===== src/rtl/uart_rx_frame_deserializer_if.sv =====
// Bundle of the deserializer's frame-control, serial-strobe and parallel-output handshake signals.
// The master side drives frames in and consumes words; the slave side is the deserializer.
interface uart_rx_frame_deserializer_if #(
    parameter int MAX_WIDTH = 8,
    parameter int LEN_W     = $clog2(MAX_WIDTH + 1)
);
    logic                 Frame_Start;
    logic                 Deser_En;
    logic                 Sampled_Bit;
    logic [LEN_W-1:0]     Data_Len;
    logic                 MSB_First;
    logic                 Par_En;
    logic                 Par_Odd;
    logic                 P_Ready;
    logic [MAX_WIDTH-1:0] P_DATA;
    logic                 P_Valid;
    logic                 Par_Err;
    logic                 Overrun;
    logic                 Busy;

    modport master (
        output Frame_Start, Deser_En, Sampled_Bit, Data_Len, MSB_First, Par_En, Par_Odd, P_Ready,
        input  P_DATA, P_Valid, Par_Err, Overrun, Busy
    );

    modport slave (
        input  Frame_Start, Deser_En, Sampled_Bit, Data_Len, MSB_First, Par_En, Par_Odd, P_Ready,
        output P_DATA, P_Valid, Par_Err, Overrun, Busy
    );
endinterface


===== src/rtl/uart_rx_frame_deserializer.sv =====
// Assembles strobed UART data bits (LSB- or MSB-first, optional parity) into a right-aligned
// parallel word held in a one-deep valid/ready output register with overrun detection.
module uart_rx_frame_deserializer #(
    parameter int MAX_WIDTH = 8
) (
    input  logic                          CLK,
    input  logic                          RST,
    uart_rx_frame_deserializer_if.slave   bus
);
    localparam int LEN_W = $clog2(MAX_WIDTH + 1);
    localparam logic [LEN_W-1:0] LEN_MAX = LEN_W'(MAX_WIDTH);

    typedef enum logic [1:0] {
        IDLE   = 2'd0,
        DATA   = 2'd1,
        PARITY = 2'd2
    } state_t;

    state_t               state_q, state_d;
    logic [LEN_W-1:0]     len_q, len_d;
    logic                 msb_q, msb_d;
    logic                 par_en_q, par_en_d;
    logic                 par_odd_q, par_odd_d;
    logic [LEN_W-1:0]     cnt_q, cnt_d;
    logic [MAX_WIDTH-1:0] shift_q, shift_d;
    logic [MAX_WIDTH-1:0] pdata_q, pdata_d;
    logic                 pvalid_q, pvalid_d;
    logic                 perr_q, perr_d;
    logic                 overrun_q, overrun_d;

    logic                 done;
    logic [MAX_WIDTH-1:0] done_word;
    logic                 done_err;
    logic [LEN_W-1:0]     bit_pos;
    logic [MAX_WIDTH-1:0] bit_sel;

    // Destination of the current data bit; the counter never reaches len, so MSB-first stays in range.
    assign bit_pos = msb_q ? (len_q - LEN_W'(1) - cnt_q) : cnt_q;

    for (genvar gi = 0; gi < MAX_WIDTH; gi++) begin : g_bit_sel
        assign bit_sel[gi] = (bit_pos == LEN_W'(gi));
    end

    always_ff @(posedge CLK) begin
        if (RST) begin
            state_q   <= IDLE;
            len_q     <= LEN_MAX;
            msb_q     <= 1'b0;
            par_en_q  <= 1'b0;
            par_odd_q <= 1'b0;
            cnt_q     <= '0;
            shift_q   <= '0;
            pdata_q   <= '0;
            pvalid_q  <= 1'b0;
            perr_q    <= 1'b0;
            overrun_q <= 1'b0;
        end else begin
            state_q   <= state_d;
            len_q     <= len_d;
            msb_q     <= msb_d;
            par_en_q  <= par_en_d;
            par_odd_q <= par_odd_d;
            cnt_q     <= cnt_d;
            shift_q   <= shift_d;
            pdata_q   <= pdata_d;
            pvalid_q  <= pvalid_d;
            perr_q    <= perr_d;
            overrun_q <= overrun_d;
        end
    end

    always_comb begin
        state_d   = state_q;
        len_d     = len_q;
        msb_d     = msb_q;
        par_en_d  = par_en_q;
        par_odd_d = par_odd_q;
        cnt_d     = cnt_q;
        shift_d   = shift_q;
        pdata_d   = pdata_q;
        pvalid_d  = pvalid_q;
        perr_d    = perr_q;
        overrun_d = 1'b0;
        done      = 1'b0;
        done_word = shift_q;
        done_err  = 1'b0;

        // A new frame always wins, discarding any partial frame and any same-cycle strobe.
        if (bus.Frame_Start) begin
            len_d     = (bus.Data_Len == '0 || bus.Data_Len > LEN_MAX) ? LEN_MAX : bus.Data_Len;
            msb_d     = bus.MSB_First;
            par_en_d  = bus.Par_En;
            par_odd_d = bus.Par_Odd;
            cnt_d     = '0;
            shift_d   = '0;
            state_d   = DATA;
        end else begin
            case (state_q)
                DATA: begin
                    if (bus.Deser_En) begin
                        shift_d = (shift_q & ~bit_sel) | (bit_sel & {MAX_WIDTH{bus.Sampled_Bit}});
                        cnt_d   = cnt_q + LEN_W'(1);
                        if (cnt_q + LEN_W'(1) == len_q) begin
                            if (par_en_q) begin
                                state_d = PARITY;
                            end else begin
                                state_d   = IDLE;
                                done      = 1'b1;
                                done_word = shift_d;
                            end
                        end
                    end
                end
                PARITY: begin
                    if (bus.Deser_En) begin
                        state_d  = IDLE;
                        done     = 1'b1;
                        done_err = ((^shift_q) ^ bus.Sampled_Bit) != par_odd_q;
                    end
                end
                default: ;
            endcase
        end

        // Output holding register: an acceptance on this edge frees the slot for a completing word.
        if (done) begin
            if (pvalid_q && !bus.P_Ready) begin
                overrun_d = 1'b1;
            end else begin
                pdata_d  = done_word;
                perr_d   = done_err;
                pvalid_d = 1'b1;
            end
        end else if (pvalid_q && bus.P_Ready) begin
            pvalid_d = 1'b0;
        end
    end

    assign bus.P_DATA  = pdata_q;
    assign bus.P_Valid = pvalid_q;
    assign bus.Par_Err = perr_q;
    assign bus.Overrun = overrun_q;
    assign bus.Busy    = (state_q != IDLE);

endmodule


===== src/flat_wrapper.sv =====
// flat-port wrapper written by rule: the top's interface ports become plain ports
module uart_rx_frame_deserializer_flat 
#(
    parameter int MAX_WIDTH = 8
)
  (CLK, RST, bus_Frame_Start, bus_Deser_En, bus_Sampled_Bit, bus_Data_Len, bus_MSB_First, bus_Par_En, bus_Par_Odd, bus_P_Ready, bus_P_DATA, bus_P_Valid, bus_Par_Err, bus_Overrun, bus_Busy);
  uart_rx_frame_deserializer_if #(.MAX_WIDTH(MAX_WIDTH), .LEN_W(($clog2(MAX_WIDTH + 1)))) bus_i ();
  input  logic CLK;
  input  logic RST;
  input wire logic [$bits(bus_i.Frame_Start)-1:0] bus_Frame_Start;
  input wire logic [$bits(bus_i.Deser_En)-1:0] bus_Deser_En;
  input wire logic [$bits(bus_i.Sampled_Bit)-1:0] bus_Sampled_Bit;
  input wire logic [$bits(bus_i.Data_Len)-1:0] bus_Data_Len;
  input wire logic [$bits(bus_i.MSB_First)-1:0] bus_MSB_First;
  input wire logic [$bits(bus_i.Par_En)-1:0] bus_Par_En;
  input wire logic [$bits(bus_i.Par_Odd)-1:0] bus_Par_Odd;
  input wire logic [$bits(bus_i.P_Ready)-1:0] bus_P_Ready;
  output wire logic [$bits(bus_i.P_DATA)-1:0] bus_P_DATA;
  output wire logic [$bits(bus_i.P_Valid)-1:0] bus_P_Valid;
  output wire logic [$bits(bus_i.Par_Err)-1:0] bus_Par_Err;
  output wire logic [$bits(bus_i.Overrun)-1:0] bus_Overrun;
  output wire logic [$bits(bus_i.Busy)-1:0] bus_Busy;
  assign bus_i.Frame_Start = bus_Frame_Start;
  assign bus_i.Deser_En = bus_Deser_En;
  assign bus_i.Sampled_Bit = bus_Sampled_Bit;
  assign bus_i.Data_Len = bus_Data_Len;
  assign bus_i.MSB_First = bus_MSB_First;
  assign bus_i.Par_En = bus_Par_En;
  assign bus_i.Par_Odd = bus_Par_Odd;
  assign bus_i.P_Ready = bus_P_Ready;
  assign bus_P_DATA = bus_i.P_DATA;
  assign bus_P_Valid = bus_i.P_Valid;
  assign bus_Par_Err = bus_i.Par_Err;
  assign bus_Overrun = bus_i.Overrun;
  assign bus_Busy = bus_i.Busy;
  uart_rx_frame_deserializer #(.MAX_WIDTH(MAX_WIDTH)) u_core (.CLK(CLK), .RST(RST), .bus(bus_i));
endmodule

===== config.mk =====
export PLATFORM = sky130hd
export DESIGN_NAME = uart_rx_frame_deserializer_flat
export DESIGN_NICKNAME = d
export VERILOG_FILES = /design/src/rtl/uart_rx_frame_deserializer_if.sv /design/src/rtl/uart_rx_frame_deserializer.sv /design/src/flat_wrapper.sv
export SDC_FILE = /design/constraint.sdc
export NUM_CORES = 1
export LEC_CHECK = 0
export ABC_CLOCK_PERIOD_IN_PS = 5980
export CORE_MARGIN = 1.5
export CORE_UTILIZATION = 59
export DETAILED_ROUTE_END_ITERATION = 10
export PLACE_DENSITY_LB_ADDON = 0.12
export SLEW_MARGIN = 0
export SYNTH_ARGS = -nofsm -noshare
export SYNTH_HDL_FRONTEND = slang
export SYNTH_SLANG_ARGS = --single-unit

===== constraint.sdc =====
create_clock -name CLK -period 5.98 [get_ports CLK]
set_clock_uncertainty 0.15 [all_clocks]
set_input_delay 0.598 -clock CLK [delete_from_list [all_inputs] [get_ports CLK]]
set_output_delay 0.598 -clock CLK [all_outputs]
set_load 0.05 [all_outputs]

==> results of run 1 <==
## state kept, by name (all words and copies together), names as in the netlist
signal and flops:
u_core.bus.P_DATA 8, u_core.shift_q 8, u_core.cnt_q 4, u_core.len_q 4, u_core.state_q 2, u_core.bus.Overrun 1, u_core.bus.P_Valid 1, u_core.bus.Par_Err 1
u_core.msb_q 1, u_core.par_en_q 1, u_core.par_odd_q 1
## worst register-to-register path, delay by kind of cell, from the launching register on
kind | cells | cell delay (ps)
flops | 1 | 390
fa+ha+maj | 2 | 590
simple gates | 2 | 800
buf+inv | 2 | 170
compound gates | 2 | 590
xor+xnor | 1 | 280
## worst min-delay path by stage
| stage | slack (ps) | cells past startpoint | endpoint |
|---|---|---|---|
| 3_5_place_dp | 330 | 2 | u_core.bus.Par_Err |
| 2_1_floorplan | 320 | 2 | u_core.shift_q[1] |
| 6_report | 350 | 2 | u_core.bus.Par_Err |
| 5_1_grt | 390 | 2 | u_core.bus.Par_Err |
| 4_1_cts | 350 | 2 | u_core.bus.Par_Err |
| 3_3_place_gp | 330 | 2 | u_core.bus.Par_Err |
## power breakdown
part           leakage [nW]  internal [mW]  switching [mW]
combinational         0.461         0.0234          0.0333
clock                0.0380         0.0559          0.0775
sequential            0.259          0.216         0.00489
## metrics by stage
stage / setup slack (ps) / area, sq um / util, % / total power [mW]
global placement: 2829 / 2171 / 70.53 / 0.2810
finish: 2933 / 2232 / 72.52 / 0.4113
CTS: 2945 / 2232 / 72.52 / 0.4110
floorplan: 3241 / 1941 / - / 0.2650
detailed placement: 2713 / 2171 / 70.53 / 0.2818
global route: 2722 / 2232 / 72.52 / 0.4279
## logic make-up after synthesis
kind of cell	after synthesis	share of synthesized area [%]
multiplexers	5	2.772
adder cells (fa/ha/maj)	8	5.545
AO/OA/AOI/OAI	65	23.60
AND/OR/NAND/NOR	77	21.47
XOR/XNOR	16	7.930
flip-flops	32	33.01
buffers and inverters	27	5.673
## Yosys cell counts (2+ instances only)
cell	count	area, sq um
mux2i_1	4	40.04
o41ai_1	8	70.07
a21oi_1	26	130.1
and2_1	2	12.51
nor3_1	11	55.05
ha_1	7	87.58
nand2b_1	5	31.28
a311oi_1	8	70.07
xnor2_1	11	96.34
dfxtp_1	32	640.6
inv_1	12	45.04
xor2_1	4	35.03
or3_1	3	18.77
clkbuf_1	11	41.29
a2bb2oi_1	2	17.52
o31ai_1	8	60.06
buf_1	2	7.510
nand2_1	8	30.03
nor2_1	14	52.55
nand4_1	2	12.51
nand3b_1	2	15.01
nor2b_1	3	18.77
nand3_1	14	70.07
or4_1	6	45.04
or2_2	2	12.51
## routing by layer
metal  global-route usage, %  wire, um  up-vias
li1                        -         -      890
met1                   34.87      2102      804
met2                   38.98      1844       50
met3                   5.757       202        5
met4                   6.667        37        0
met5                       0         0        -
## layout make-up
class                           instances  area [sq um]  share of cell area [%]
Clock buffer                            6         51.30                   2.298
Clock inverter                          2         10.01                  0.4484
Inverter                               12         45.04                   2.018
Multi-Input combinational cell        171          1190                   53.31
Sequential cell                        32         640.6                   28.70
Tap cell                               44         55.05                   2.466
Timing Repair Buffer                   24         240.2                   10.76
==> results.md, run 1 <==
- Outcome: complete, no violations
- Htree depth: 2
- Dominant synthesized flop cell: dfxtp_1
- Postcts setup bufs: 0
- Netlist area before placement: ~1900 sq um
- Sequential area share after synthesis: 33.01%
- WL/cell: between 10 and 15 um
- Levels on crit path: 9
- Worst r2r path cells: 9
- Post-CTS Resized: 0
- Buf/Inv on CP: 2
- Vias after detailed routing: between 1500 and 2000
- Achievable frequency: 328.2 MHz
- VDD IR-drop max: 148.5 uV
- Placed insts: 283
- Yosys warns: 0
- CP most frequent cell: inv_1
- Final Hold Fails: 0
- Hpwl dp: 3028 um
- TritonCTS clock tree: yes
- Die W: between 60 and 70 um
- WP data required: just over 6000 ps
- RSZ-0062 raised after global routing: no
- Synth Area per Inst: about 8.4 sq um
- Critical Path AT: roughly 3200 ps
- Vias per cell: between 6 and 7
- Synth async-reset ratio: 0%
- First-pass GRT wire length: ~6900 um
- FF-to-FF setup slack: between 2000 and 3000 ps
- Area of the die: 3642 sq um
- Mapped Cells: 230
- Finished Layout Cells: just under 300
- Final #Nets: between 200 and 300
- Initial antenna violation count: 0
- CP Capture Type: register
- EDFF count, synth: 0
- Hold Path Class: register to register
- CTS Sinks: 32
- DRC: 0
- First-pass DRT Iterations: 4
- CTS buffer count: 5
- Largest net degree at the start of global routing: 25
- GR Util All Layers: between 20 and 25%
- Leak Pwr: 0.7585 nW
- Core Area: 3078 sq um
- Hold buffer count at cts: 0
- Worst skew pair latency: approximately 340 ps
- Clock-pin slew on the worst setup and hold paths: 100 ps
- CP max-delay cell: or4_1
- Critical register-to-register path startpoint: u_core.cnt_q[0]
- Commonest non-fill, non-tap cell in the layout: dfxtp_1
- Initial Util: between 60% and 70%
- Hold Worst Slack: 350.9 ps
- Netlist cell types: between 40 and 50
- Max incr delay on CP: 500 ps
- Longest Clk Path Bufs: 2
- Die Span Y: just over 60 um
- Root Driver: clkbuf_4
- CP Max Fanout: 9
- Antenna fix cells: 0
- Period utilization: between 50 and 60%
- Mapped Nets: approximately 250
- Filler cells: roughly 250
- Reg-to-Reg End: u_core.bus.P_DATA[5]
- Max-Cap Viols: 0
- Critical Path End: u_core.bus.P_DATA[5]
- Crit. Startpoint: u_core.cnt_q[0]
- Total Wirelength: between 4000 and 5000 um
- Number of global-route vias before repair: between 1500 and 2000
- Share of cells above drive strength 1: around 4.9%
- Crit path time final: about 3000 ps
- Element type at the critical path start: register
- GRT overflow: 0
- Most frequent cells in the layout: 32 x dfxtp_1, 26 x a21oi_1, 24 x clkdlybuf4s50_1
- Power Density: between 150 and 200 nW/um^2
- Iter 0 DRT Violations: 111
- I/O pins: 25
- HP Start: u_core.bus.Par_Err
- Worst path top cell family by delay: simple AND/OR/NAND/NOR gates
- Setup TNS: 0 ps
- Crit Path Category: register to register
- RePlAce Congestion: 0.8697
- Crit path cell chain: inv_1 > ha_1 > inv_1 > fa_1 > xnor2_1 > a21o_1 > nand4_1 > or4_1 > a311oi_1
- # setup viols final: 0
- Antenna Nets Post-Route: 0
- Slew margin rel.: between 40% and 50%
- Port Buffers: 24
- #FFs+latches synth: 32
- Slew Viols, Final: 0
- Syn-to-layout area delta: 15.02%
- FP Rows: 20
- Worst Max-Slew Pin Slew: around 870 ps
No activity file was read; power rests on OpenSTA's default activity.
==> run 2, diff against run 1 <==
ABC_CLOCK_PERIOD_IN_PS = 2720   (was 5980)
CORE_UTILIZATION = 50   (was 59)
clock period = 2.72 ns   (was 5.98 ns; I/O delays follow)
==> run 2 against run 1 <==
  * Die area up 17%
  * Register-to-register slack worse by 2900 ps
  * Core utilization decreased by 4.0 points
  * Count of clock-buffer cells in the layout rose by 2
  * Via count is 7.0% higher
  * Critical endpoint unchanged
  * Highest routed layer unchanged
==> results.md, run 2 (synthesized netlist as in run 1, its figures left out) <==
- Place WS: approximately 63 ps
- Reg-to-Reg End: u_core.bus.P_DATA[5]
- # setup viols final: 0
- VDD IR-drop max: approximately 390 uV
- Die Span Y: 65.30 um
- Achievable frequency: between 300 and 400 MHz
- I/O pins: 25
- Area of the die: between 4000 and 5000 sq um
- CP Capture Type: register
- Flop pwr share: a little under half
- Iter 0 DRT Violations: roughly 130
- Die W: roughly 65 um
- CP Max Fanout: 5
- Leak Pwr: 0.8967 nW
- Final Hold Fails: 0
- Syn-to-layout area delta: 30.30%
- Initial antenna violation count: 0
- Clock-pin slew on the worst setup and hold paths: around 70 ps
- Outcome: complete, no violations
- CP most frequent cell: buf_4
- Initial Util: 52.61%
- Tot Pwr: slightly above 1 mW
- Htree depth: 2
- Crit Path Category: register to register
- Hpwl dp: ~3500 um
- Combinational power share: about 15%
- Power Density: between 400 and 500 nW/um^2
- Commonest non-fill, non-tap cell in the layout: dfxtp_1
- Critical register-to-register path startpoint: u_core.cnt_q[0]
- Hold depth: 2
- Finished Layout Cells: between 300 and 400
- FP Rows: 22
- HP Start: u_core.bus.Par_Err
- FF-to-FF setup slack: around 55 ps
- Clk pwr share: roughly 37%
- CTS buffer count: 5
- WP data required: 2770 ps
- Worst Max-Slew Pin Slew: roughly 700 ps
- Core Area: between 3000 and 4000 sq um
- CP max-delay cell: or4_1
- RePlAce Congestion: 0.8854
- Max incr delay on CP: 410 ps
- P_sw: about 0.27 mW
- Largest net degree at the start of global routing: 20
- Vias per cell: roughly 6
- DRC: 0
- Max-Cap Viols: 0
- Worst skew pair latency: between 200 and 300 ps
- Crit path time final: approximately 2700 ps
- TritonCTS clock tree: yes
- Period utilization: 98.00%
- Final #Nets: ~290
- Internal power: 0.7541 mW
- Slew margin rel.: 53.12%
- Placed insts: between 300 and 400
- Post-placement cell area: ~2300 sq um
- Slew Viols, Final: 0
- Antenna fix cells: 0
- Number of global-route vias before repair: 1736
- Most frequent cells in the layout: 29 x dfxtp_1, 25 x a21oi_1, 24 x clkdlybuf4s50_1, 24 x buf_4
- GR Util All Layers: approximately a quarter
- Worst Setup Slack, final: around 55 ps
- RSZ-0062 raised after global routing: yes
- CTS Sinks: 32
- Crit path cell chain: buf_4 > ha_1 > xor2_1 > nor4_1 > nand4_1 > buf_4 > or4_1 > a311oi_2
- Root Driver: clkbuf_8
- Critical Path AT: 2710 ps
- Hold Crit Endpoint: u_core.bus.Par_Err
- Antenna Nets Post-Route: 0
- Longest Clk Path Bufs: 2
- Sw Ratio: a little over a quarter
- First-pass DRT Iterations: 4
- Vias after detailed routing: between 1500 and 2000
- First-pass GRT wire length: 8183 um
- Port Buffers: 24
- GRT overflow: 0
- Post-route cell area: between 2000 and 3000 sq um
- Worst r2r path cells: 8
- Total Wirelength: 4966 um
- Hold Path Class: register to register
- Share of cells above drive strength 1: a little under a fifth
- Element type at the critical path start: register
- WL/cell: about 16 um
run 2: metal layers:
metal	global-route usage, %	wire length (um)	vias to the layer above
met2	37.37	2209	34
met1	35.81	2507	896
met4	7.552	58	0
met5	0	0	-
li1	-	-	933
met3	5.137	190	8
run 2: how the worst max path moves through the flow:
stage	start	endpoint	slack, ps	depth (start not counted)
final	u_core.cnt_q[0]	u_core.bus.P_DATA[5]	50	8
after CTS	u_core.cnt_q[0]	u_core.bus.P_DATA[3]	30	10
after detailed placement	u_core.cnt_q[0]	u_core.bus.P_DATA[3]	60	10
after global placement	u_core.cnt_q[2]	u_core.bus.P_DATA[1]	60	6
after global routing	u_core.cnt_q[0]	u_core.bus.P_DATA[6]	-80	8
after floorplan	u_core.cnt_q[0]	u_core.bus.P_DATA[4]	90	10
run 2: area by class of cell:
class	instances	area [sq um]
flip-flops and latches	32	644.4
inverters	12	45.04
multi-input cells	171	1269
clock buffers	8	90.09
well taps	48	60.06
fillers	328	1160
repair buffers	48	420.4
run 2: critical path, delay by kind of cell, from the launching register on:
family | cells | cell delay [ps]
AO/OA/AOI/OAI | 1 | 260
XOR/XNOR | 1 | 170
adder cells (fa/ha/maj) | 1 | 320
buffers and inverters | 2 | 370
flip-flops | 1 | 330
AND/OR/NAND/NOR | 3 | 980
run 2: what timing repair did:
item                                    in CTS  in global routing
setup buffers                                0                  6
resized for setup                            0                 18
hold buffers                                 0                  0
endpoints found under the setup margin       0                 16
run 2: per-stage QoR:
| step | hold slack, ps | TNS (ps) | utilization [%] |
|---|---|---|---|
| 2_1_floorplan | 261.1 | 0 | - |
| 3_3_place_gp | 333.3 | 0 | 62.65 |
| 3_5_place_dp | 327.1 | 0 | 62.65 |
| 4_1_cts | 342.8 | 0 | 65.10 |
| 5_1_grt | 365.9 | -300.2 | 68.55 |
| 6_report | 342.6 | 0 | 68.55 |
run 2: power groups by stage:
stage | Clock [mW] | Combinational [mW] | Sequential, mW
final | 0.378 | 0.158 | 0.485
after global routing | 0.405 | 0.173 | 0.486
after CTS | 0.378 | 0.144 | 0.484
after detailed placement | 0 | 0.143 | 0.494
after global placement | 0 | 0.142 | 0.494
after floorplan | 0 | 0.0903 | 0.493
==> run 3, diff against run 2 <==
CORE_ASPECT_RATIO = 1.2   (was not set)
==> run 3 against run 2 <==
  * Power increased by 2.6%
  * Final area about the same
  * First-iteration DRC count decreased by 22%
  * Non-clock buffer count decreased by 2
  * Flip-flop and latch count unchanged
  * Cell count increased by 0.31%
  * Sequential share of layout area decreased by 0.11 points
  * Largest power group unchanged
==> results.md, run 3 (synthesized netlist as in run 1, its figures left out) <==
- Outcome: complete, no violations
- Worst skew pair latency: 290 ps
- Achievable frequency: around 370 MHz
- # setup viols final: 0
- RSZ-0062 raised after global routing: yes
- GR Util All Layers: about a quarter
- First-pass GRT wire length: 7928 um
- Commonest non-fill, non-tap cell in the layout: dfxtp_1
- Crit path time final: about 2700 ps
- Largest net degree at the start of global routing: 21
- Vias after detailed routing: about 1900
- Initial Util: a little over half
- Max-Cap Viols: 0
- Post-route cell area: approximately 2500 sq um
- Initial antenna violation count: 0
- Die Span Y: a little over 70 um
- Area of the multi-input gates: 1264 sq um
- Syn-to-layout area delta: 30.37%
- Post-placement cell area: between 2000 and 2500 sq um
- Layout Utilization: between 60 and 70%
- Die W: between 50 and 60 um
- Place WS: -16.27 ps
- Critical Path AT: 2730 ps
- Hold buffer count at cts: 0
- Max incr delay on CP: 610 ps
- WL/cell: between 15 and 20 um
- Hold Worst Slack: about 340 ps
- Vias per cell: around 5.9
- CP Capture Type: register
- Setup TNS: 0 ps
- CP most frequent cell: inv_2
- Most frequent cells in the layout: 31 x dfxtp_1, 25 x a21oi_1, 24 x clkdlybuf4s50_1
- Antenna Nets Post-Route: 0
- First-pass DRT Iterations: 4
- Antenna fix cells: 0
- DRC: 0
- Reg area: 641.9 sq um
- Port Buffers: 24
- Total Wirelength: roughly 5000 um
- Clock-pin slew on the worst setup and hold paths: 60 ps
- Area of the die: 4265 sq um
- CP Max Fanout: 6
- RePlAce Congestion: 0.8298
- Filler cells: ~320
- Iter 0 DRT Violations: just under 100
- Crit path cell chain: inv_2 > ha_4 > inv_2 > fa_2 > xnor2_4 > a211oi_2 > nand4_1 > or4_1 > a311oi_2
- Crit Path Category: register to register
- I/O pins: 25
- Final #Nets: between 200 and 300
- Period utilization: between 90 and 100%
- Longest Clk Path Bufs: 2
- CTS Sinks: 32
- WP data required: around 2800 ps
- Core Area: approximately 3700 sq um
- GRT overflow: 0
- CP max-delay cell: or4_1
- FP Rows: 24
- Htree depth: 2
- Worst Setup Slack, final: a little over 40 ps
- Hpwl dp: about 3400 um
- Number of global-route vias before repair: 1688
- Share of cells above drive strength 1: 16.79%
- Power Density: between 400 and 500 nW/um^2
- Root Driver: clkbuf_8
- VDD IR-drop max: ~350 uV
- Worst Max-Slew Pin Slew: around 750 ps
- Slew Viols, Final: 0
- CTS buffer count: 5
- Final Hold Fails: 0
- Leak Pwr: 0.8923 nW
- Slew margin rel.: between 50% and 60%
- Hold Path Class: register to register
- TritonCTS clock tree: yes
- Element type at the critical path start: register
## run 3: cell count changes in the layout (fill, tap and decap cells not counted), moves of 2 or more
cell and change:
clkbuf_1 -2, buf_4 -3, dfxtp_2 -2, xnor2_2 -2, dfxtp_1 +2
## run 3: layer usage
layer | up-vias | wire length [um] | global-route usage [%]
li1 | 930 | - | -
met1 | 878 | 2328 | 31.96
met2 | 51 | 2282 | 37.20
met3 | 17 | 238 | 6.679
met4 | 0 | 184 | 12.84
met5 | - | 0 | 0
## run 3: per-stage QoR
| stage | std cells | power (mW) |
|---|---|---|
| floorplan | 230 | 0.5828 |
| global placement | 308 | 0.6339 |
| detailed placement | 308 | 0.6354 |
| CTS | 317 | 1.038 |
| global route | 320 | 1.089 |
| finish | 320 | 1.047 |
## run 3: final timing paths
kind | to | from | slack (ps) | depth (start not counted)
max | u_core.bus.P_DATA[2] | u_core.cnt_q[0] | 40 | 9
min | u_core.bus.Par_Err | u_core.bus.Par_Err | 340 | 2
max reg2reg | u_core.bus.P_DATA[2] | u_core.cnt_q[0] | 40 | 9
min reg2reg | u_core.bus.Par_Err | u_core.bus.Par_Err | 340 | 2
## run 3: area by class of cell
| class | count | area share (%) |
|---|---|---|
| Tap cell | 52 | 2.572 |
| Inverter | 12 | 1.780 |
| Multi-Input combinational cell | 171 | 49.95 |
| Clock buffer | 7 | 3.808 |
| Sequential cell | 32 | 25.37 |
| Timing Repair Buffer | 46 | 16.52 |
## run 3: where the power goes
part	switching, mW	internal [mW]	total [mW]	leakage, nW
Clock	0.176	0.225	0.401	0.0503
Sequential	0.00839	0.476	0.484	0.260
Combinational	0.0872	0.0741	0.161	0.582
## run 3: what timing repair did
item / 4_1_cts / 5_1_grt
pin swaps: 3 / 6
setup endpoints to repair: 3 / 8
setup buffers: 2 / 3
resized for setup: 2 / 13
## run 3: worst max-delay path, delay by kind of cell (launching register included)
| family | cells | cell delay [ps] |
|---|---|---|
| flip-flops | 1 | 320 |
| AND/OR/NAND/NOR | 2 | 850 |
| AO/OA/AOI/OAI | 2 | 440 |
| adder cells (fa/ha/maj) | 2 | 550 |
| XOR/XNOR | 1 | 170 |
| buffers and inverters | 2 | 110 |
